**config.mk**
```make
export PLATFORM = sky130hd
export DESIGN_NAME = rr_mux_arb
export DESIGN_NICKNAME = d
export VERILOG_FILES = /design/src/rtl/rr_mux_arb.sv
export SDC_FILE = /design/constraint.sdc
export NUM_CORES = 1
export LEC_CHECK = 0
export ABC_CLOCK_PERIOD_IN_PS = 2000
export BUFFER_PORTS_ARGS = -buffer_cell sky130_fd_sc_hd__buf_2
export CAP_MARGIN = 30
export CORE_MARGIN = 2
export CORE_UTILIZATION = 41
export CTS_CLUSTER_SIZE = 14
export DETAILED_ROUTE_END_ITERATION = 7
export GPL_TIMING_DRIVEN = 0
export HOLD_SLACK_MARGIN = 0.06
export PLACE_DENSITY = 0.81
export SYNTH_ARGS = -nofsm -noshare
export SYNTH_HDL_FRONTEND = slang
export SYNTH_SLANG_ARGS = --single-unit
export TNS_END_PERCENT = 1
```
**constraint.sdc**
```tcl
create_clock -name clk -period 2 [get_ports clk]
set_input_delay 0.1 -clock clk [delete_from_list [all_inputs] [get_ports clk]]
set_output_delay 0.1 -clock clk [all_outputs]
set_load 0.005 [all_outputs]
```
**src/rtl/rr_mux_arb.sv**
```systemverilog
// rr_mux_arb: M-to-1 channel multiplexer feeding a one-word output register.
// Channel choice is a fixed index (MODE 0) or round-robin arbitration (MODE 1).
module rr_mux_arb #(
  parameter int unsigned N    = 32,
  parameter int unsigned M    = 4,
  parameter int unsigned MODE = 1,
  localparam int unsigned SW  = $clog2(M)
) (
  input  logic             clk,
  input  logic             rst,
  input  logic [M-1:0]     in_valid,
  input  logic [M*N-1:0]   in_data,
  output logic [M-1:0]     in_ready,
  input  logic [SW-1:0]    sel,
  output logic             out_valid,
  output logic [N-1:0]     out_data,
  output logic [SW-1:0]    out_sel,
  input  logic             out_ready
);

  logic [N-1:0]  chan [M];

  logic [SW-1:0] ptr_q, ptr_d;
  logic          out_valid_q, out_valid_d;
  logic [N-1:0]  out_data_q, out_data_d;
  logic [SW-1:0] out_sel_q, out_sel_d;

  logic          load_en;
  logic          fix_vld;
  logic          rr_vld;
  logic [SW-1:0] rr_grant;
  logic [SW-1:0] rr_idx;
  logic          grant_vld;
  logic [SW-1:0] grant;

  // (base + step) mod M, for base < M and step < M; also valid for non-power-of-two M.
  function automatic logic [SW-1:0] wrap_inc(input logic [SW-1:0] base,
                                             input int unsigned   step);
    logic [SW:0] sum;
    sum = {1'b0, base} + (SW+1)'(step);
    if (sum >= (SW+1)'(M)) begin
      sum = sum - (SW+1)'(M);
    end
    return sum[SW-1:0];
  endfunction

  assign load_en = !out_valid_q || out_ready;

  for (genvar g = 0; g < M; g++) begin : g_chan
    assign chan[g]     = in_data[g*N +: N];
    assign in_ready[g] = !rst && load_en && grant_vld && (grant == SW'(g));
  end

  assign fix_vld = ({1'b0, sel} < (SW+1)'(M)) && in_valid[sel];

  always_comb begin
    rr_vld   = 1'b0;
    rr_grant = '0;
    rr_idx   = '0;
    for (int unsigned i = 0; i < M; i++) begin
      rr_idx = wrap_inc(ptr_q, i);
      if (!rr_vld && in_valid[rr_idx]) begin
        rr_vld   = 1'b1;
        rr_grant = rr_idx;
      end
    end
  end

  assign grant_vld = (MODE == 0) ? fix_vld : rr_vld;
  assign grant     = (MODE == 0) ? sel     : rr_grant;

  // With load_en high the register either takes the granted word or empties;
  // a drain and a load in the same cycle therefore leave no bubble.
  always_comb begin
    ptr_d       = ptr_q;
    out_valid_d = out_valid_q;
    out_data_d  = out_data_q;
    out_sel_d   = out_sel_q;
    if (load_en) begin
      out_valid_d = grant_vld;
      if (grant_vld) begin
        out_data_d = chan[grant];
        out_sel_d  = grant;
        if (MODE != 0) begin
          ptr_d = wrap_inc(grant, 1);
        end
      end
    end
  end

  always_ff @(posedge clk or posedge rst) begin
    if (rst) begin
      ptr_q       <= '0;
      out_valid_q <= 1'b0;
      out_data_q  <= '0;
      out_sel_q   <= '0;
    end else begin
      ptr_q       <= ptr_d;
      out_valid_q <= out_valid_d;
      out_data_q  <= out_data_d;
      out_sel_q   <= out_sel_d;
    end
  end

  assign out_valid = out_valid_q;
  assign out_data  = out_data_q;
  assign out_sel   = out_sel_q;

endmodule

```
==> flow_metrics.tcl <==
set metrics [dict create \
    grt.overflow.total 0 \
    post_synth.cell_area_avg_um2 9.77 \
    wl_met2_um 3860 \
    maximum_count_of_clock_buffers_along_a_single_path 2 \
    ioPinCount 176 \
    clk_pin_slew_ns 0.07 \
    die_h_um 80.6 \
    crit-reg2reg-launch "ptr_q[1]" \
    synth-simple-area-share_pct 11.8 \
    synth_cells 246 \
    largest_family_of_logic_cells_by_synthesized_area "compound AO/OA/AOI/OAI gates" \
    vdd_drop_max_mv 0.450 \
    worst_ep_required_time_ns 1.90 \
    grt_antenna_before_repair 0 \
    synth.cell_area_um2 2400 \
    worst_skew_pair_later_pin_latency_ns 0.28 \
    route.antenna.remaining_nets 0 \
    cts.sinks 37 \
    status "finished, final reports clean" \
    dr_wl_met3_um 646 \
    achievable-frequency_ghz 0.514 \
    timing_worst_setup_path_type "register to output pin" \
    yosys.area_share.xor_xnor_pct 0 \
    drc 0 \
    synth_warnings 0 \
    endpoint_kind "output pin" \
    fin_crit_sh_pct 97.3 \
    wire_length_on_met1_um 3010 \
    critical_path_arrival_ns 1.85 \
    route.detailed.wl_per_inst_um 15.3 \
    cts_root_buf "clkbuf_8" \
    cp-start-kind "register" \
    synth.area.mux_share_pct 14.6 \
    drt-total-wl_um 7650 \
    synth_compound_gate_area_share_pct 28.1 \
    finalHoldViolations 0 \
    worst_reg_to_reg_path_cell_count 7 \
    yosys.area_share.adder_pct 0 \
    yosys-top-cells-area "dfrtp_1 39%, mux2i_1 6.7%, mux2_1 6.6%" \
    routed_via_count_divided_by_cell_count 5.37 \
    utilization_pct 62.4 \
    antenna-diode-count 0 \
    worstHoldPathType "primary input to register" \
    mappedNetlistNets 383 \
    regToRegSetupSlack_ns 0.08 \
    total_leakage_power_nw 1.78 \
    numPortBuffers 172 \
    routed.top_layer "met4" \
    number_of_nets_in_the_layout 564 \
    cp-endpoint "in_ready[3]" \
    globalRouteTotalUtil_pct 23.3 \
    htreeDepth 2 \
    timing.clock.skew_ns 0.00714 \
    via_count_of_the_first_global_routing_pass 2551 \
    grt_setup_unrepaired "true" \
    grt_start_max_net_pins 42 \
    post-dp-hpwl_um 5930 \
    floorplan.die.width_um 80.6 \
    report.final.slew_viol_count 0 \
    fin_area_um2 3480 \
    synth-seq-area-share_pct 38.5 \
    worst_max_slew_pin_slew_ns 0.840 \
    synth.ff_latch_count 37 \
    mostFrequentLayoutCell "buf_2" \
    r2r-end "out_data[17]" \
    area_delta_synth_final_pct 44.7 \
    start_util_pct 43.1 \
    post-synth-top-area-fraction_pct 38.5 \
    drv.max_cap_violation_count 0 \
    detailed_place.area_um2 3350 \
    period_minus_slack_ns 1.95 \
    cell_area_power_density_nw_per_um2 767 \
    grt_first_pass_wirelength_um 11600 \
    max_fanout_on_critical_path 10 \
    drive_gt1_share_pct 49.8 \
    max_slew_headroom_at_the_worst_pin_pct 43.9 \
    ys_types 35 \
    layout_common_cells "177 x buf_2, 37 x dfrtp_1, 36 x nor2_1, 23 x a21oi_1, 19 x nand2_1" \
    setup-violations-final 0 \
    core_area_um2 5570 \
    fillCellCount 496 \
    first_pass_iters 4 \
    floorplan.rows 27 \
    numCtsBuffers 5 \
    worst_setup_path_startpoint "ptr_q[1]" \
    place_congestion 0.838 \
    dr.first_iter.drc_count 41 \
    tritoncts_clock_tree "yes" \
    die_area_um2 6490 \
    detailroute.via_count 2683 \
    leading_area_contributor_after_synthesis "dfrtp_1" \
]
worst min-delay path by stage:
stage	slack, ns	endpoint	cells after the start	start
after floorplan	0.23	out_valid	2	in_valid[1]
after global placement	0.40	out_data[9]	3	in_data[105]
after detailed placement	0.32	out_data[6]	2	rst
after CTS	0.11	out_data[19]	3	in_data[115]
after global routing	0.13	out_data[22]	3	in_data[118]
final	0.11	out_data[19]	3	in_data[115]
report_power, final:
| group | internal (W) | switching [W] |
|---|---|---|
| Combinational | 0.000580 | 0.000575 |
| Sequential | 0.000917 | 0.0000985 |
| Clock | 0.000241 | 0.000255 |
| Total | 0.00174 | 0.000928 |
area by class of cell:
cell class                 count  area [um2]  share of cell area [%]
buffer                        22         170                    4.89
clock buffer                   6        72.6                    2.09
clock inverter                 2        10.0                   0.288
inverter                       3        11.3                   0.324
multi-input combinational    184        1320                    37.9
sequential                    37         926                    26.6
tap                           72        90.1                    2.59
timing repair buffer         174         878                    25.3
what timing repair did:
item                                    in CTS  in global routing
endpoints found under the hold margin       37                  0
endpoints found under the setup margin       2                 25
setup buffers                                1                  0
hold buffers                                 1                  0
pin swaps                                    1                  0
gates resized for setup                      4                  5
state kept, by name, indices dropped and copies added (netlist names):
| signal | cells |
|---|---|
| out_valid | 1 |
| out_data | 32 |
| out_sel | 2 |
| ptr_q | 2 |
cell families (layout without fill, tap and decap cells):
logic type | after synthesis | after routing
AO/OA/AOI/OAI | 84 | 84
buffers and inverters | 25 | 207
flip-flops | 37 | 37
multiplexers | 33 | 33
AND/OR/NAND/NOR | 67 | 67
Yosys cell counts:
cell	instances
a21boi_1	1
a21o_1	1
a21oi_1	23
a221o_1	15
a221oi_1	17
and3_1	4
buf_2	7
buf_4	7
buf_6	5
clkbuf_1	3
dfrtp_1	37
inv_1	1
inv_2	2
mux2_1	14
mux2_2	3
mux2i_1	16
nand2_1	19
nand2_2	1
nand2b_1	2
nand3_1	1
nand3b_1	1
nor2_1	36
nor2b_1	1
o2111ai_1	1
o21a_1	1
o21ai_0	4
o21ai_2	1
o21ai_4	1
o221a_1	1
o221a_2	1
o221ai_2	1
o22a_1	15
o32ai_2	1
or3_1	1
or3b_1	1
worst max-delay path: stages, from the launching register on:
cell and delay [ns]:
dfrtp_1 0.42, buf_6 0.15, inv_2 0.07, a21oi_1 0.06, o221a_2 0.24, buf_4 0.17
buf_6 0.15, and3_1 0.18, buf_2 0.12
stage by stage:
stage / setup WS, ns / setup TNS, ns / cells / power (W) / hold WS (ns)
final: 0.0540 / 0 / 500 / 0.00267 / 0.112
after global routing: -0.0560 / -0.183 / 500 / 0.00285 / 0.125
after global placement: 0.0551 / 0 / 490 / 0.00213 / 0.401
after floorplan: 0.326 / 0 / 246 / 0.00169 / 0.229
after CTS: 0.00822 / 0 / 500 / 0.00269 / 0.109
after detailed placement: 0.0229 / 0 / 490 / 0.00217 / 0.317
layer usage:
metal | global-route usage, % | vias to the layer above
li1 | - | 1297
met1 | 26.8 | 1240
met2 | 43.2 | 135
met3 | 4.61 | 11
met4 | 7.46 | 0
met5 | 0 | -
No activity file was read; power rests on OpenSTA's default activity.
